**config.mk**
```make
export PLATFORM = sky130hd
export DESIGN_NAME = jk_bank_ctrl_flat
export DESIGN_NICKNAME = d
export VERILOG_FILES = /design/src/rtl/jk_bank_ctrl_pkg.sv /design/src/rtl/jk_bank_ctrl_if.sv /design/src/rtl/jk_bank_ctrl_cell.sv /design/src/rtl/jk_bank_ctrl.sv /design/src/flat_wrapper.sv
export SDC_FILE = /design/constraint.sdc
export NUM_CORES = 1
export LEC_CHECK = 0
export ABC_CLOCK_PERIOD_IN_PS = 1980
export CAP_MARGIN = 20
export CORE_AREA = 3 3 67 56
export CTS_BUF_LIST = sky130_fd_sc_hd__clkbuf_8 sky130_fd_sc_hd__clkbuf_16
export CTS_CLUSTER_SIZE = 16
export DETAILED_ROUTE_END_ITERATION = 10
export DIE_AREA = 0 0 70 59
export PLACE_DENSITY = 0.85
export SLEW_MARGIN = 20
export SYNTH_ARGS = -nofsm -noshare
export SYNTH_HDL_FRONTEND = slang
export SYNTH_SLANG_ARGS = --single-unit
export TNS_END_PERCENT = 50
```
**constraint.sdc**
```tcl
create_clock -name CLK -period 1.98 [get_ports CLK]
set_input_delay 0.396 -clock CLK [delete_from_list [all_inputs] [get_ports CLK]]
set_output_delay 0.396 -clock CLK [all_outputs]
set_load 0.01 [all_outputs]
```
**src/rtl/jk_bank_ctrl_pkg.sv**
```systemverilog
`default_nettype none
// ============================================================================
// Module   : jk_bank_ctrl_pkg
// Purpose  : Opcode and FSM state encodings shared by the JK bank controller,
//            its bus interface and the bench.
// Revision : 1.0 - initial release
// ============================================================================
package jk_bank_ctrl_pkg;

  typedef enum logic [2:0] {
    OP_NOP        = 3'd0,
    OP_CLEAR      = 3'd1,
    OP_SET        = 3'd2,
    OP_LOAD       = 3'd3,
    OP_TOGGLE     = 3'd4,
    OP_COUNT_UP   = 3'd5,
    OP_COUNT_DOWN = 3'd6,
    OP_RSVD       = 3'd7
  } op_t;

  typedef enum logic [1:0] {
    ST_IDLE  = 2'd0,
    ST_APPLY = 2'd1,
    ST_COUNT = 2'd2,
    ST_DONE  = 2'd3
  } state_t;

endpackage
`default_nettype wire

```
**src/rtl/jk_bank_ctrl_if.sv**
```systemverilog
`default_nettype none
// ============================================================================
// Module   : jk_bank_ctrl_if
// Purpose  : Command/status bundle between a command source (master) and the
//            JK bank controller (slave).
// Revision : 1.0 - initial release
// ============================================================================
interface jk_bank_ctrl_if #(
  parameter int WIDTH = 4,
  parameter int CNT_W = 8
);
  logic             cmd_valid;
  logic             cmd_ready;
  logic [2:0]       cmd_op;
  logic [WIDTH-1:0] cmd_data;
  logic [CNT_W-1:0] cmd_steps;
  logic [WIDTH-1:0] q;
  logic             busy;
  logic             done;
  logic             wrap;

  modport master (
    output cmd_valid, cmd_op, cmd_data, cmd_steps,
    input  cmd_ready, q, busy, done, wrap
  );

  modport slave (
    input  cmd_valid, cmd_op, cmd_data, cmd_steps,
    output cmd_ready, q, busy, done, wrap
  );
endinterface
`default_nettype wire

```
**src/rtl/jk_bank_ctrl_cell.sv**
```systemverilog
`default_nettype none
// ============================================================================
// Module   : jk_cell
// Purpose  : Single JK flip-flop with clock enable and synchronous
//            active-low reset. Holds its value while E is low.
// Revision : 1.0 - initial release
// ============================================================================
module jk_cell (
  input  wire logic CLK,
  input  wire logic R,
  input  wire logic J,
  input  wire logic K,
  input  wire logic E,
  output logic      Q
);

  // Characteristic equation Q+ = J&~Q | ~K&Q, applied only when enabled
  always_ff @(posedge CLK) begin
    if (!R) begin
      Q <= 1'b0;
    end else if (E) begin
      Q <= (J & ~Q) | (~K & Q);
    end
  end

endmodule
`default_nettype wire

```
**src/rtl/jk_bank_ctrl.sv**
```systemverilog
`default_nettype none
// ============================================================================
// Module   : jk_bank_ctrl
// Purpose  : Command-driven sequencer for a bank of WIDTH JK cells. Decodes
//            clear/set/load/toggle into one-cycle J/K/E drive and runs a
//            multi-cycle synchronous counter for COUNT commands.
// Options  : JK_BANK_CTRL_DOWN_EN - when defined, opcode 6 is COUNT_DOWN;
//            otherwise it behaves as a reserved no-op.
// Revision : 1.0 - initial release
// ============================================================================
module jk_bank_ctrl
  import jk_bank_ctrl_pkg::*;
#(
  parameter int WIDTH = 4,
  parameter int CNT_W = 8
) (
  input wire logic      CLK,
  input wire logic      R,
  jk_bank_ctrl_if.slave bus
);

  state_t           r_state;
  op_t              r_op;
  logic [WIDTH-1:0] r_data;
  logic [CNT_W-1:0] r_remain;
  logic             r_wrap_flag;
  logic             r_ready;
  logic             r_busy;
  logic             r_done;
  logic             r_wrap;

  wire  [WIDTH-1:0] w_q;
  logic [WIDTH-1:0] w_j;
  logic [WIDTH-1:0] w_k;
  logic             w_e;
  logic             w_chain;
  logic             w_wrap_now;
  logic             w_down;
  logic             w_is_count;

  // Direction of the running count; without the option only up-counting exists
`ifdef JK_BANK_CTRL_DOWN_EN
  assign w_down = (r_op == OP_COUNT_DOWN);
`else
  assign w_down = 1'b0;
`endif

  // Decide at accept time whether the command needs the counting state
  always_comb begin
    w_is_count = (bus.cmd_op == OP_COUNT_UP);
`ifdef JK_BANK_CTRL_DOWN_EN
    if (bus.cmd_op == OP_COUNT_DOWN) w_is_count = 1'b1;
`endif
    // A zero-step count has nothing to do and falls through as a no-op
    if (bus.cmd_steps == '0) w_is_count = 1'b0;
  end

  // Per-bit J/K/E drive from the latched command and current bank state
  always_comb begin
    w_e        = 1'b0;
    w_j        = '0;
    w_k        = '0;
    w_chain    = 1'b1;
    w_wrap_now = 1'b0;
    case (r_state)
      ST_APPLY: begin
        case (r_op)
          OP_CLEAR:  begin w_e = 1'b1; w_k = '1; end
          OP_SET:    begin w_e = 1'b1; w_j = '1; end
          OP_LOAD:   begin w_e = 1'b1; w_j = r_data; w_k = ~r_data; end
          OP_TOGGLE: begin w_e = 1'b1; w_j = r_data; w_k = r_data; end
          default:   ;
        endcase
      end
      ST_COUNT: begin
        w_e = 1'b1;
        // Ripple-free synchronous counter: a bit toggles when all lower bits
        // are 1 (up) or 0 (down). The final chain value flags a wrap.
        for (int i = 0; i < WIDTH; i++) begin
          w_j[i]  = w_chain;
          w_k[i]  = w_chain;
          w_chain = w_chain & (w_down ? ~w_q[i] : w_q[i]);
        end
        w_wrap_now = w_chain;
      end
      default: ;
    endcase
  end

  // Command FSM with operand latches, step counter and registered status
  always_ff @(posedge CLK) begin
    if (!R) begin
      r_state     <= ST_IDLE;
      r_op        <= OP_NOP;
      r_data      <= '0;
      r_remain    <= '0;
      r_wrap_flag <= 1'b0;
      r_ready     <= 1'b1;
      r_busy      <= 1'b0;
      r_done      <= 1'b0;
      r_wrap      <= 1'b0;
    end else begin
      case (r_state)
        ST_IDLE: begin
          if (bus.cmd_valid) begin
            r_op        <= op_t'(bus.cmd_op);
            r_data      <= bus.cmd_data;
            r_remain    <= bus.cmd_steps;
            r_wrap_flag <= 1'b0;
            r_ready     <= 1'b0;
            r_busy      <= 1'b1;
            r_state     <= w_is_count ? ST_COUNT : ST_APPLY;
          end
        end
        ST_APPLY: begin
          r_done  <= 1'b1;
          r_wrap  <= 1'b0;
          r_state <= ST_DONE;
        end
        ST_COUNT: begin
          if (w_wrap_now) r_wrap_flag <= 1'b1;
          r_remain <= r_remain - CNT_W'(1);
          if (r_remain == CNT_W'(1)) begin
            r_done  <= 1'b1;
            r_wrap  <= r_wrap_flag | w_wrap_now;
            r_state <= ST_DONE;
          end
        end
        default: begin
          r_done  <= 1'b0;
          r_wrap  <= 1'b0;
          r_ready <= 1'b1;
          r_busy  <= 1'b0;
          r_state <= ST_IDLE;
        end
      endcase
    end
  end

  generate
    for (genvar gi = 0; gi < WIDTH; gi++) begin : g_cells
      jk_cell u_cell (
        .CLK (CLK),
        .R   (R),
        .J   (w_j[gi]),
        .K   (w_k[gi]),
        .E   (w_e),
        .Q   (w_q[gi])
      );
    end
  endgenerate

  assign bus.q         = w_q;
  assign bus.cmd_ready = r_ready;
  assign bus.busy      = r_busy;
  assign bus.done      = r_done;
  assign bus.wrap      = r_wrap;

endmodule
`default_nettype wire

```
**src/flat_wrapper.sv**
```systemverilog
// flat-port wrapper written by rule: the top's interface ports become plain ports
module jk_bank_ctrl_flat import jk_bank_ctrl_pkg::*;
#(
  parameter int WIDTH = 4,
  parameter int CNT_W = 8
)
  (CLK, R, bus_cmd_valid, bus_cmd_op, bus_cmd_data, bus_cmd_steps, bus_cmd_ready, bus_q, bus_busy, bus_done, bus_wrap);
  jk_bank_ctrl_if #(.WIDTH(WIDTH), .CNT_W(CNT_W)) bus_i ();
  input wire logic CLK;
  input wire logic R;
  input wire logic [$bits(bus_i.cmd_valid)-1:0] bus_cmd_valid;
  input wire logic [$bits(bus_i.cmd_op)-1:0] bus_cmd_op;
  input wire logic [$bits(bus_i.cmd_data)-1:0] bus_cmd_data;
  input wire logic [$bits(bus_i.cmd_steps)-1:0] bus_cmd_steps;
  output wire logic [$bits(bus_i.cmd_ready)-1:0] bus_cmd_ready;
  output wire logic [$bits(bus_i.q)-1:0] bus_q;
  output wire logic [$bits(bus_i.busy)-1:0] bus_busy;
  output wire logic [$bits(bus_i.done)-1:0] bus_done;
  output wire logic [$bits(bus_i.wrap)-1:0] bus_wrap;
  assign bus_i.cmd_valid = bus_cmd_valid;
  assign bus_i.cmd_op = bus_cmd_op;
  assign bus_i.cmd_data = bus_cmd_data;
  assign bus_i.cmd_steps = bus_cmd_steps;
  assign bus_cmd_ready = bus_i.cmd_ready;
  assign bus_q = bus_i.q;
  assign bus_busy = bus_i.busy;
  assign bus_done = bus_i.done;
  assign bus_wrap = bus_i.wrap;
  jk_bank_ctrl #(.WIDTH(WIDTH), .CNT_W(CNT_W)) u_core (.CLK(CLK), .R(R), .bus(bus_i));
endmodule
```
-- Word level (Yosys, flattened, before mapping)
Index checks and enable logic that the tools add are counted.
- output and inout port bits: 8
- input bits: 18
- register bits after elaboration: 26
- add/sub/neg operators: 1
- eq/ne operators: 11
- reductions and logical operators: 12
- multiplexer cells: 24
- bitwise gates (word level): 27
- operator list (cell ; count):
    $pmux W4 S2 ; 3
    $pmux W8 S2 ; 1
    $pmux W4 S3 ; 1
    $and A1 B1 Y1 ; 11
    $not A1 Y1 ; 10
    $pmux W1 S2 ; 5
    $reduce_and A2 Y1 ; 5
    $eq A8 B1 Y1 const B ; 1
    $logic_not A8 Y1 ; 1
    $mux W1 ; 8
    $mux W8 ; 1
    $sub A8 B1 Y8 const B ; 1
    $eq A3 B2 Y1 const B ; 2
    $eq A3 B3 Y1 const B ; 2
    $mux W2 ; 3
    $pmux W2 S3 ; 1
    $or A1 B1 Y1 ; 5
    $ne A2 B1 Y1 const B ; 2
    $not A4 Y4 ; 1
    $reduce_or A2 Y1 ; 2
    $reduce_or A4 Y1 ; 1
    $eq A3 B1 Y1 const B ; 1
    $pmux W1 S3 ; 1
    $reduce_and A3 Y1 ; 1
    5 further kinds ; 5

-- Logic depth before layout (Yosys ltp)
Gate-level depths: netlist (run 1).
- word-level depth: 7
- mapped depth: 7
- mapped depth without buffers: 7

-- By module
A second synthesis (run 1) with hierarchy kept.
- cells, all modules: 208
- area total of the unflattened synthesis: 1652.8 um^2
- by module, submodules not included (module ; cells an instance ; times used ; sequential area each (um^2) ; area each (um^2)):
    jk_bank_ctrl ; 192 ; 1 ; 440.4 ; 1482.7
    jk_cell ; 4 ; 4 ; 20.0 ; 42.5

-- Worst setup path before layout (run 1)
No wires, ideal clock.
- path kind: flip-flop to flip-flop
- from: reg u_core.r_state[0]
- to: reg u_core.r_remain[5]
- cell stages (with the launch flop): 7
- arrival: 1.443 ns
- clock period less this slack: 1.562 ns
- required time: 1.861 ns
- slack: 0.418 ns
- setup time: 0.119 ns
- path through: dfxtp_1 -> inv_1 -> ha_1 -> mux2i_2 -> buf_4 -> a21oi_1 -> o221a_2
- word-level cells in the longest chain between the ends: 3
- elaborated cells on any way between the ends: 6
- classes of those cells: eq/ne (2); mux (1); reduce/logical (3)
- RTL lines (element ; line ; RTL):
    start: declaration ; jk_bank_ctrl.sv:22 ; state_t r_state;
    start signal: assignment ; jk_bank_ctrl.sv:112 ; r_state <= w_is_count ? ST_COUNT : ST_APPLY;
    $eq A2 B2 Y1 or $logic_not A2 Y1 (tied branches) ; jk_bank_ctrl.sv:103 ; case (r_state)
    $reduce_bool A2 Y1 (no source line) or $ne A2 B2 Y1 (tied branches) ; -- ;
    $reduce_and A2 Y1 (no source line) ; -- ;
    end signal: assignment ; jk_bank_ctrl.sv:108 ; r_remain <= bus.cmd_steps;
    end signal: assignment ; jk_bank_ctrl.sv:122 ; r_remain <= r_remain - CNT_W'(1);
    end: declaration ; jk_bank_ctrl.sv:25 ; logic [CNT_W-1:0] r_remain;
Several ways; a longest one is shown, not always the timed one.
A chain may end at the register's enable or synchronous reset.

-- Worst setup path in the final report (run 1)
- from: reg u_core.g_cells[0].u_cell.Q
- to: out bus_q[0]
- RTL lines (element ; line ; RTL):
    start: declaration ; jk_bank_ctrl_cell.sv:14 ; output logic Q
    start signal: assignment ; jk_bank_ctrl_cell.sv:22 ; Q <= (J & ~Q) | (~K & Q);
    end: declaration ; flat_wrapper.sv:16 ; output wire logic [$bits(bus_i.q)-1:0] bus_q;
No word-level cell between the ends.

==> summary.md, run 1 <==
| Metric | Value |
|---|---|
| Status | finished clean |
| Diode count | 0 |
| Synth Instances | 204 |
| Sink Count | 26 |
| Min cycle time layout | 1.79 ns |
| Synth top area share | 0.319 |
| Mux contribution to synthesized area | 0.0391 |
| CP Launch Point | u_core.g_cells[0].u_cell.Q |
| Critical path type | register to primary output |
| I/O Pins | 26 |
| Commonest non-fill, non-tap cell in the layout | dfxtp_1 |
| Hold WC Path Type | register to register |
| Worst slew margin | 0.601 |
| CP Data Required Time | 1.58 ns |
| Hold_sp | u_core.bus.busy |
| Dpl hpwl | 2.68 mm |
| Row count | 18 |
| Distinct cells, synth | 42 |
| Core area | 3110 sq um |
| EDFF count, synth | 0 |
| CTS tree | done |
| DRT Pass-1 Iters | 4 |
| Largest stage delay on the critical path | 0.60 ns |
| CP delay by family, top | buffers and inverters |
| CTS Hold Bufs | 0 |
| Power Dens Cells | 1260 nW/um^2 |
| WP buf/inv | 1 |
| Post-route ant nets | 0 |
| Commonest non-fill, non-tap cells in the layout | dfxtp_1, clkdlybuf4s50_1, nand2_1, a21oi_1, o21ai_0 |
| MaxCap Viol Count | 0 |
| Least-Margin Pin Slew | 0.594 ns |
| CTS buffer count | 3 |
| Slowest CP cell | clkdlybuf4s50_1 |
| Ys Warns | 0 |
| Nets@finish | 248 |
| Via count | 1520 |
| All-Layer GR Usage | 0.192 |
| GPL Wtd Cong | 0.902 |
| Final hold violations | 0 |
| Most area-hungry cell type in the Yosys netlist | dfxtp_1 |
| Buffers added on ports | 25 |
| Top cells by area, synth | dfxtp_1, a21oi_1, nand2_1 |
| PostCTS Resize Cnt | 0 |
| DP Cell Count | 259 |
| Die Y | 59 um |
| Drt drc | 0 |
| Tot Pwr | 2.49 mW |
| Vias in the first global route | 1407 |
| Grt ovf | 0 |
| Drt initial violations | 114 |
| Flops & latches, synth | 26 |
| Async set or reset register ratio after synthesis | 0 |
| Worst setup EP type | primary output |
| Synth Area in Compound Gates | 0.286 |
| Fin Clk Skew | 0.0120 ns |
| Reg-to-reg slack, setup | 0.26 ns |
| Clk_lat worst skew | 0.28 ns |
| Crit Reg-Reg Startpoint | u_core.r_state[1] |
| DR WL/cell | 14.0 um |
| Starting Density | 0.525 |
| Simple-gate share of the synthesized area | 0.240 |
| Nature of the critical path startpoint | register |
| Post-DR vias/cell | 5.78 |
| Final setup fails | 0 |
| Max Root-Sink Buffers | 2 |
| Critical path arrival | 1.39 ns |
| First-pass GRT wire length | 6.38 mm |
| Post-route clock period utilization | 0.904 |
| Lkg Pwr | 0.707 nW |
| Worst reg-to-reg path cell count | 7 |
| VDD IR max | 1.14 mV |
| Critical Path Fanout Max | 9 |
| Average cell area after synthesis | 7.99 sq um |
| FILL cells | 274 |
| Clock transition at path regs | 0.10 ns |
| Post-Synth XOR/XNOR Area | 0 |
| Top_reg_cell synth | dfxtp_1 |
| Largest net degree at the start of global routing | 32 |
| Pins over their slew limit | 0 |
| Worst Hold Depth | 2 |
| Clock root buffer | clkbuf_8 |
| Crit-path cells | clkdlybuf4s50_1 |
| FF+latch area | 520 sq um |
| DIE WIDTH | 70 um |
| WHS Endpoint | u_core.bus.busy |
| Count of non-filler cells in the finished layout | 263 |
| Post-synthesis adder-cell area fraction | 0.0460 |
| Post-Syn Nets | 228 |
| Routed wire length | 3.67 mm |
| Fmax | 0.558 GHz |
| Register area share after synthesis | 0.319 |
| Mapped Area | 1630 sq um |
| RSZ-0062 raised after global routing | false |
| Setup TNS | 0 ns |
| CTS HTree Levels | 1 |
| Layout area overhead | 20.8% |
| Layout cell share with drive strength beyond 1 | 0.0987 |
| Die area | 4130 sq um |
| Main combinational cell family by area after synthesis | compound AO/OA/AOI/OAI gates |
| Antenna violations before repair | 0 |
| Post-CTS setup buffer count | 0 |
| FF-to-FF End | u_core.r_remain[3] |
| Multi-input logic area | 997 sq um |
[sequential cells by signal, indices dropped and copies added, names as in the netlist]
| name | cells |
|---|---|
| u_core.r_remain | 8 |
| u_core.g_cells.u_cell.Q | 4 |
| u_core.r_data | 4 |
| u_core.r_op | 3 |
| u_core.r_state | 2 |
| u_core.bus.busy | 1 |
| u_core.bus.cmd_ready | 1 |
| u_core.bus.done | 1 |
| u_core.bus.wrap | 1 |
| u_core.r_wrap_flag | 1 |
[metal layers]
metal | global-route usage | vias to the layer above | routed length (um)
met5 | 0 | - | 0
met4 | 0.0710 | 0 | 81
met3 | 0.0492 | 9 | 268
met2 | 0.291 | 50 | 1610
met1 | 0.265 | 696 | 1720
li1 | - | 765 | -
[synthesized netlist by cell type, drive strengths merged (2+ instances only)]
cell / instances
a211oi: 2
nand3: 11
o21ai: 17
o221ai: 2
nor2b: 6
mux2i: 6
nor3: 7
nand2b: 7
dfxtp: 26
o211ai: 2
a22oi: 2
clkbuf: 4
ha: 6
inv: 8
o221a: 3
a31oi: 4
nand2: 23
a21oi: 20
and2: 4
buf: 11
a41oi: 3
o21a: 2
a21boi: 7
nor2: 8
a21o: 3
nor4: 3
[cell type report]
cell class                 instances  area share
inverter                           8      0.0152
clock buffer                       3      0.0210
timing repair buffer              30       0.152
clock inverter                     1      0.0152
sequential                        26       0.264
tap                               40      0.0254
multi-input combinational        155       0.506
[report_power, final]
group / leakage (nW) / internal, mW / switching, mW / total (mW)
Sequential: 0.213 / 0.660 / 0.149 / 0.809
Combinational: 0.458 / 0.545 / 0.687 / 1.23
Clock: 0.0357 / 0.271 / 0.176 / 0.446
[how the worst max path moves through the flow]
stage / cells after the start / slack, ns / to
2_1_floorplan: 6 / 0.42 / u_core.r_remain[5]
3_3_place_gp: 5 / 0.16 / u_core.r_state[0]
3_5_place_dp: 5 / 0.14 / u_core.r_state[0]
4_1_cts: 1 / 0.19 / bus_q[0]
5_1_grt: 6 / 0.13 / u_core.r_state[1]
6_report: 1 / 0.19 / bus_q[0]
[kinds of logic after synthesis]
family,after synthesis
mux,6
buf+inv,23
simple gates,73
fa+ha+maj,6
compound gates,70
flops,26
[through the flow]
step	hold slack, ns	cell area, sq um	util	setup slack [ns]
2_1_floorplan	0.465	1630	-	0.418
3_3_place_gp	0.439	1900	0.611	0.164
3_5_place_dp	0.442	1900	0.611	0.142
4_1_cts	0.458	1970	0.634	0.189
5_1_grt	0.476	1970	0.634	0.135
6_report	0.455	1970	0.634	0.189
Power figures use the tool's default switching activity.
==> run 2, diff against run 1 <==
ABC_CLOCK_PERIOD_IN_PS = 1650   (was 1980)
CORE_AREA = 3 3 76 64   (was 3 3 67 56)
DIE_AREA = 0 0 79 67   (was 0 0 70 59)
PLACE_DENSITY = 0.7   (was 0.85)
clock period = 1.65 ns   (was 1.98 ns; I/O delays follow)
==> run 2 against run 1 <==
  * Power is 25% higher
  * Utilization is 14 points lower
  * Die area is 28% higher
  * Non-clock buffer count is 9 higher
  * Hold slack worse by 0.0068 ns
  * Final area is 4.4% higher
  * Global-route usage is 3.7 points lower
  * Final cell count is 9.9% higher
  * Clock skew is 0.0077 ns lower
  * Largest cell class unchanged
  * Critical endpoint is now bus_q[3]
==> summary.md, run 2 (same netlist as run 1, synthesis figures left out) <==
| Metric | Value |
|---|---|
| Hold WC Path Type | register to register |
| Power Dens Cells | 1510 nW/um^2 (+19%) |
| Critical Path Fanout Max | 5 (-4) |
| Met2 usage | 0.247 (-0.0439) |
| GPL Wtd Cong | 0.831 (-7.9%) |
| Clk_lat worst skew | 0.28 ns (about the same) |
| I/O Pins | 26 (unchanged) |
| CTS Hold Bufs | 0 (unchanged) |
| Status | finished clean |
| Max Root-Sink Buffers | 2 (unchanged) |
| Sink Count | 26 (unchanged) |
| CTS HTree Levels | 1 (unchanged) |
| Final setup fails | 0 (unchanged) |
| WP buf/inv | 1 (unchanged) |
| CP Data Required Time | 1.32 ns (-0.26 ns) |
| Slowest CP cell | clkdlybuf4s50_1 |
| GRT busiest layer | met2 |
| Clock root buffer | clkbuf_8 |
| Routed wire length | 3.76 mm (+2.4%) |
| FF+latch area | 524 sq um (+0.72%) |
| Worst slew margin | 0.739 (+0.138) |
| Final hold violations | 0 (unchanged) |
| Worst setup EP type | primary output |
| Grt ovf | 0 (unchanged) |
| Multi-input logic area | 1000 sq um (+0.25%) |
| Starting Density | 0.393 (-0.132) |
| Post-route clock period utilization | 0.962 |
| DIE WIDTH | 79 um (+13%) |
| Critical path type | register to primary output |
| FILL cells | 422 (+54%) |
| RSZ-0062 raised after global routing | false |
| Post-DR vias/cell | 5.24 (-9.3%) |
| First-pass GRT wire length | 6.42 mm (+0.66%) |
| Die Y | 67 um (+14%) |
| Least-Margin Pin Slew | 0.388 ns (-0.206 ns) |
| Commonest non-fill, non-tap cells in the layout | clkdlybuf4s50_1, nand2_1, dfxtp_1, a21oi_1, o21ai_0 |
| Drt initial violations | 62 (-46%) |
| Crit-path cells | clkdlybuf4s50_1 |
| Min cycle time layout | 1.59 ns |
| Post-CTS setup buffer count | 0 (unchanged) |
| Vias in the first global route | 1395 (-0.85%) |
| Commonest non-fill, non-tap cell in the layout | clkdlybuf4s50_1 |
| Buffers added on ports | 25 (unchanged) |
| CTS buffer count | 3 (unchanged) |
| Die area | 5290 sq um (+28%) |
| Max reg flops | 8 (unchanged) |
| Layout cell share with drive strength beyond 1 | 0.151 (+0.0522) |
| Drt drc | 0 (unchanged) |
| Diode count | 0 (unchanged) |
| Nature of the critical path startpoint | register |
| DRT Pass-1 Iters | 4 (unchanged) |
| CP delay by family, top | buffers and inverters |
| Clock transition at path regs | 0.09 ns (about the same) |
| Met1 usage | 0.206 (-0.0593) |
| CTS tree | done |
| Cell Area, Placed | 1970 sq um (+4.0%) |
| DR WL/cell | 13.0 um (-6.8%) |
| Fmax | 0.630 GHz |
| Layout area overhead | 26.1% |
| Post-route ant nets | 0 (unchanged) |
| Largest stage delay on the critical path | 0.57 ns (-0.03 ns) |
| All-Layer GR Usage | 0.154 (-0.0374) |
| Via count | 1515 (-0.33%) |
| Min setup slack post-route | 0.0620 ns (-0.127 ns) |
| Dpl hpwl | 2.89 mm (+7.9%) |
| Row count | 21 (+3) |
| Core area | 4150 sq um (+34%) |
| Antenna violations before repair | 0 (unchanged) |
| Fin Clk Skew | 0.00426 ns (-0.00769 ns) |
| Nets@finish | 257 (+3.6%) |
| Lkg Pwr | 0.749 nW (+6.0%) |
| Grt met3 use | 0.0338 (-0.0154) |
| VDD IR max | 0.655 mV (-43%) |
| Largest net degree at the start of global routing | 22 (-31%) |
| Regs by FF count | u_core.r_remain (8), u_core.g_cells.u_cell.Q (4), u_core.r_data (4) |
| Pre-CTS setup slack | -0.139 ns (-0.281 ns) |
| Reg with most FFs | u_core.r_remain |
| Pins over their slew limit | 0 (unchanged) |
| MaxCap Viol Count | 0 (unchanged) |
| Design area | 2060 sq um (+4.4%) |
| Critical path arrival | 1.26 ns (-0.13 ns) |
run 2: report_power, final:
part	internal (mW)	leakage (nW)	switching, mW
combinational	0.750	0.499	0.839
sequential	0.794	0.214	0.179
clock	0.325	0.0357	0.211
run 2: area by class of cell:
class	instances	area share
Clock inverter	1	0.0146
Clock buffer	3	0.0201
Tap cell	57	0.0347
Timing Repair Buffer	39	0.175
Sequential cell	26	0.255
Inverter	8	0.0146
Multi-Input combinational cell	155	0.486
run 2: path summary, 6_finish.rpt:
kind	start	to	slack [ns]	cells past startpoint
max reg2reg	u_core.r_state[1]	u_core.r_remain[2]	0.14	7
min	u_core.bus.busy	u_core.bus.busy	0.45	2
min reg2reg	u_core.bus.busy	u_core.bus.busy	0.45	2
max	u_core.g_cells[3].u_cell.Q	bus_q[3]	0.06	1
run 2: metrics by stage:
step	cells	util	setup TNS, ns	total power [mW]	hold WS, ns
finish	289	0.495	0	3.10	0.448
global route	289	0.495	0	3.36	0.487
CTS	289	0.493	0	3.09	0.456
detailed placement	285	0.476	-0.190	2.54	0.440
global placement	285	0.476	-0.0849	2.52	0.435
floorplan	204	-	0	2.02	0.465
run 2: timing repair:
| item | in CTS | in global routing |
|---|---|---|
| cloned | 0 | 0 |
| resized for setup | 1 | 6 |
| setup endpoints to repair | 1 | 9 |
| hold endpoints to repair | 0 | 0 |
run 2: routing by layer:
| layer | up-vias | share of wire |
|---|---|---|
| met3 | 4 | 0.035 |
| met2 | 34 | 0.43 |
| met1 | 691 | 0.53 |
| met5 | - | 0 |
| met4 | 0 | 0.011 |
| li1 | 786 | - |
==> run 3, diff against run 2 <==
CORE_AREA = 3 3 67 56   (was 3 3 76 64)
DIE_AREA = 0 0 70 59   (was 0 0 79 67)
PLACE_DENSITY = 0.85   (was 0.7)
==> run 3 against run 2 <==
  * Flip-flop and latch count did not move
  * Combinational power barely moved
  * Die area fell by 22%
  * Utilization rose by 15 points
  * Global-route usage rose by 3.6 points
  * Sequential share of layout area rose by 0.45 points
  * Clock power fell by 33%
  * First-iteration DRC count rose by 120%
  * Critical endpoint is now bus_q[2]
  * Highest routed layer unchanged
==> summary.md, run 3 (same netlist as run 1, synthesis figures left out) <==
| Metric | Value |
|---|---|
| Status | finished clean |
| Die area | 4130 sq um (-22%) |
| Diode count | 0 (unchanged) |
| WHS Endpoint | u_core.bus.busy |
| Antenna violations before repair | 0 (unchanged) |
| Die Y | 59 um (-12%) |
| Crit Reg-Reg Startpoint | u_core.r_state[1] |
| Starting Density | 0.525 (+0.132) |
| Worst Hold Depth | 2 (unchanged) |
| Final setup fails | 0 (unchanged) |
| Drt drc | 0 (unchanged) |
| DRT Pass-1 Iters | 4 (unchanged) |
| Critical path arrival | 1.26 ns (about the same) |
| Reg with most FFs | u_core.r_remain |
| First-pass GRT wire length | 6.42 mm (about the same) |
| CP delay by family, top | buffers and inverters |
| Grt ovf | 0 (unchanged) |
| CP Data Required Time | 1.32 ns (about the same) |
| Min setup slack post-route | 0.0604 ns (-0.00152 ns) |
| Hold WC Path Type | register to register |
| Pre-CTS setup slack | -0.208 ns (-0.0689 ns) |
| Largest stage delay on the critical path | 0.57 ns (about the same) |
| Regs by FF count | u_core.r_remain (8), u_core.g_cells.u_cell.Q (4), u_core.r_data (4) |
| Worst setup EP type | primary output |
| Nets@finish | 256 (-0.39%) |
| Fin Clk Skew | 0.000739 ns (-0.00352 ns) |
| GPL Wtd Cong | 0.819 (-1.4%) |
| Core area | 3110 sq um (-25%) |
| CTS Hold Bufs | 0 (unchanged) |
| MaxCap Viol Count | 0 (unchanged) |
| Post-route ant nets | 0 (unchanged) |
| DIE WIDTH | 70 um (-11%) |
| Critical path type | register to primary output |
| Commonest non-fill, non-tap cell in the layout | dfxtp_1 |
| Least-Margin Pin Slew | 0.377 ns (-0.0108 ns) |
| Worst reg-to-reg path cell count | 7 (unchanged) |
| VDD IR max | 1.09 mV (+67%) |
| Clock root buffer | clkbuf_8 |
| PostCTS Resize Cnt | 0 (-1) |
| Min cycle time layout | 1.59 ns (+0.00152 ns) |
| Lkg Pwr | 0.735 nW (-1.9%) |
| CTS buffer count | 3 (unchanged) |
| Dpl hpwl | 2.83 mm (-2.0%) |
| Max Root-Sink Buffers | 2 (unchanged) |
| Layout area overhead | 23.0% |
| All-Layer GR Usage | 0.190 (+0.0359) |
| Layout cell share with drive strength beyond 1 | 0.130 (-0.0204) |
| Post-CTS setup buffer count | 0 (unchanged) |
| Post-route clock period utilization | 0.963 (about the same) |
| Power Dens Cells | 1460 nW/um^2 (-3.2%) |
| FF-to-FF End | u_core.r_remain[2] |
| Setup TNS | 0 ns (unchanged) |
| Clk_lat worst skew | 0.27 ns (about the same) |
| Drt initial violations | 137 (+120%) |
| Commonest non-fill, non-tap cells in the layout | dfxtp_1, clkdlybuf4s50_1, nand2_1, a21oi_1, o21ai_0 |
| Worst slew margin | 0.748 (+0.00906) |
| I/O Pins | 26 (unchanged) |
| Slowest CP cell | clkdlybuf4s50_1 |
| Crit-path cells | clkdlybuf4s50_1 |
| Pins over their slew limit | 0 (unchanged) |
| DR WL/cell | 13.8 um (+5.8%) |
| CTS HTree Levels | 1 (unchanged) |
| RSZ-0062 raised after global routing | false |
| Reg-to-reg slack, setup | 0.09 ns (-0.05 ns) |
| Sink Count | 26 (unchanged) |
| Fmax | 0.629 GHz (about the same) |
| WP buf/inv | 1 (unchanged) |
| Via count | 1567 (+3.4%) |
| Row count | 18 (-14%) |
| Post-DR vias/cell | 5.80 (+11%) |
| Largest net degree at the start of global routing | 21 (-4.5%) |
| Nature of the critical path startpoint | register |
| Critical Path Fanout Max | 6 (+1) |
| Buffers added on ports | 25 (unchanged) |
| Hold_sp | u_core.bus.busy |
| CTS tree | done |
| Routed wire length | 3.71 mm (-1.2%) |
| Max reg flops | 8 (unchanged) |
| Final hold violations | 0 (unchanged) |
| Clock transition at path regs | 0.09 ns (about the same) |
| Vias in the first global route | 1437 (+3.0%) |
## run 3: layout make-up
type / count / area [sq um]
repair buffers: 38 / 360
well taps: 40 / 50.0
multi-input cells: 155 / 1000
fillers: 262 / 1100
inverters: 8 / 30.0
clock buffers: 3 / 41.3
flip-flops and latches: 26 / 520
## run 3: stage by stage
stage | cells | cell area (sq um) | utilization | total power, mW | hold WS [ns]
final | 270 | 2010 | 0.645 | 2.93 | 0.450
after CTS | 270 | 2000 | 0.643 | 2.92 | 0.456
after detailed placement | 267 | 1960 | 0.630 | 2.55 | 0.439
after floorplan | 204 | 1630 | - | 2.02 | 0.465
after global routing | 270 | 2010 | 0.645 | 3.14 | 0.470
after global placement | 267 | 1960 | 0.630 | 2.50 | 0.439
## run 3: power breakdown
part / leakage (nW) / switching, mW / internal, mW
clock network: 0.0216 / 0.196 / 0.164
registers: 0.213 / 0.172 / 0.792
logic: 0.500 / 0.869 / 0.733
total: 0.735 / 1.24 / 1.69
## run 3: worst min-delay path: cells and delay by family, from the launching register on
kind,cells,cell delay (ns)
buf+inv,1,0.04
compound gates,1,0.05
flops,1,0.32
## run 3: worst max-delay path by stage
stage	startpoint	end	slack (ns)	cells after the start
detailed placement	bus_cmd_steps[5]	u_core.r_state[0]	-0.21	5
CTS	u_core.g_cells[2].u_cell.Q	bus_q[2]	0.06	1
finish	u_core.g_cells[2].u_cell.Q	bus_q[2]	0.06	1
global placement	bus_cmd_steps[5]	u_core.r_state[0]	-0.15	5
global route	u_core.r_state[1]	u_core.r_remain[3]	0.009	7
floorplan	u_core.r_state[0]	u_core.r_remain[5]	0.09	6
## run 3: metal layers
metal  track usage  part of all wire
met4        0.0246            0.0022
met5             0                 0
met3        0.0559             0.071
met1         0.264              0.47
met2         0.304              0.46
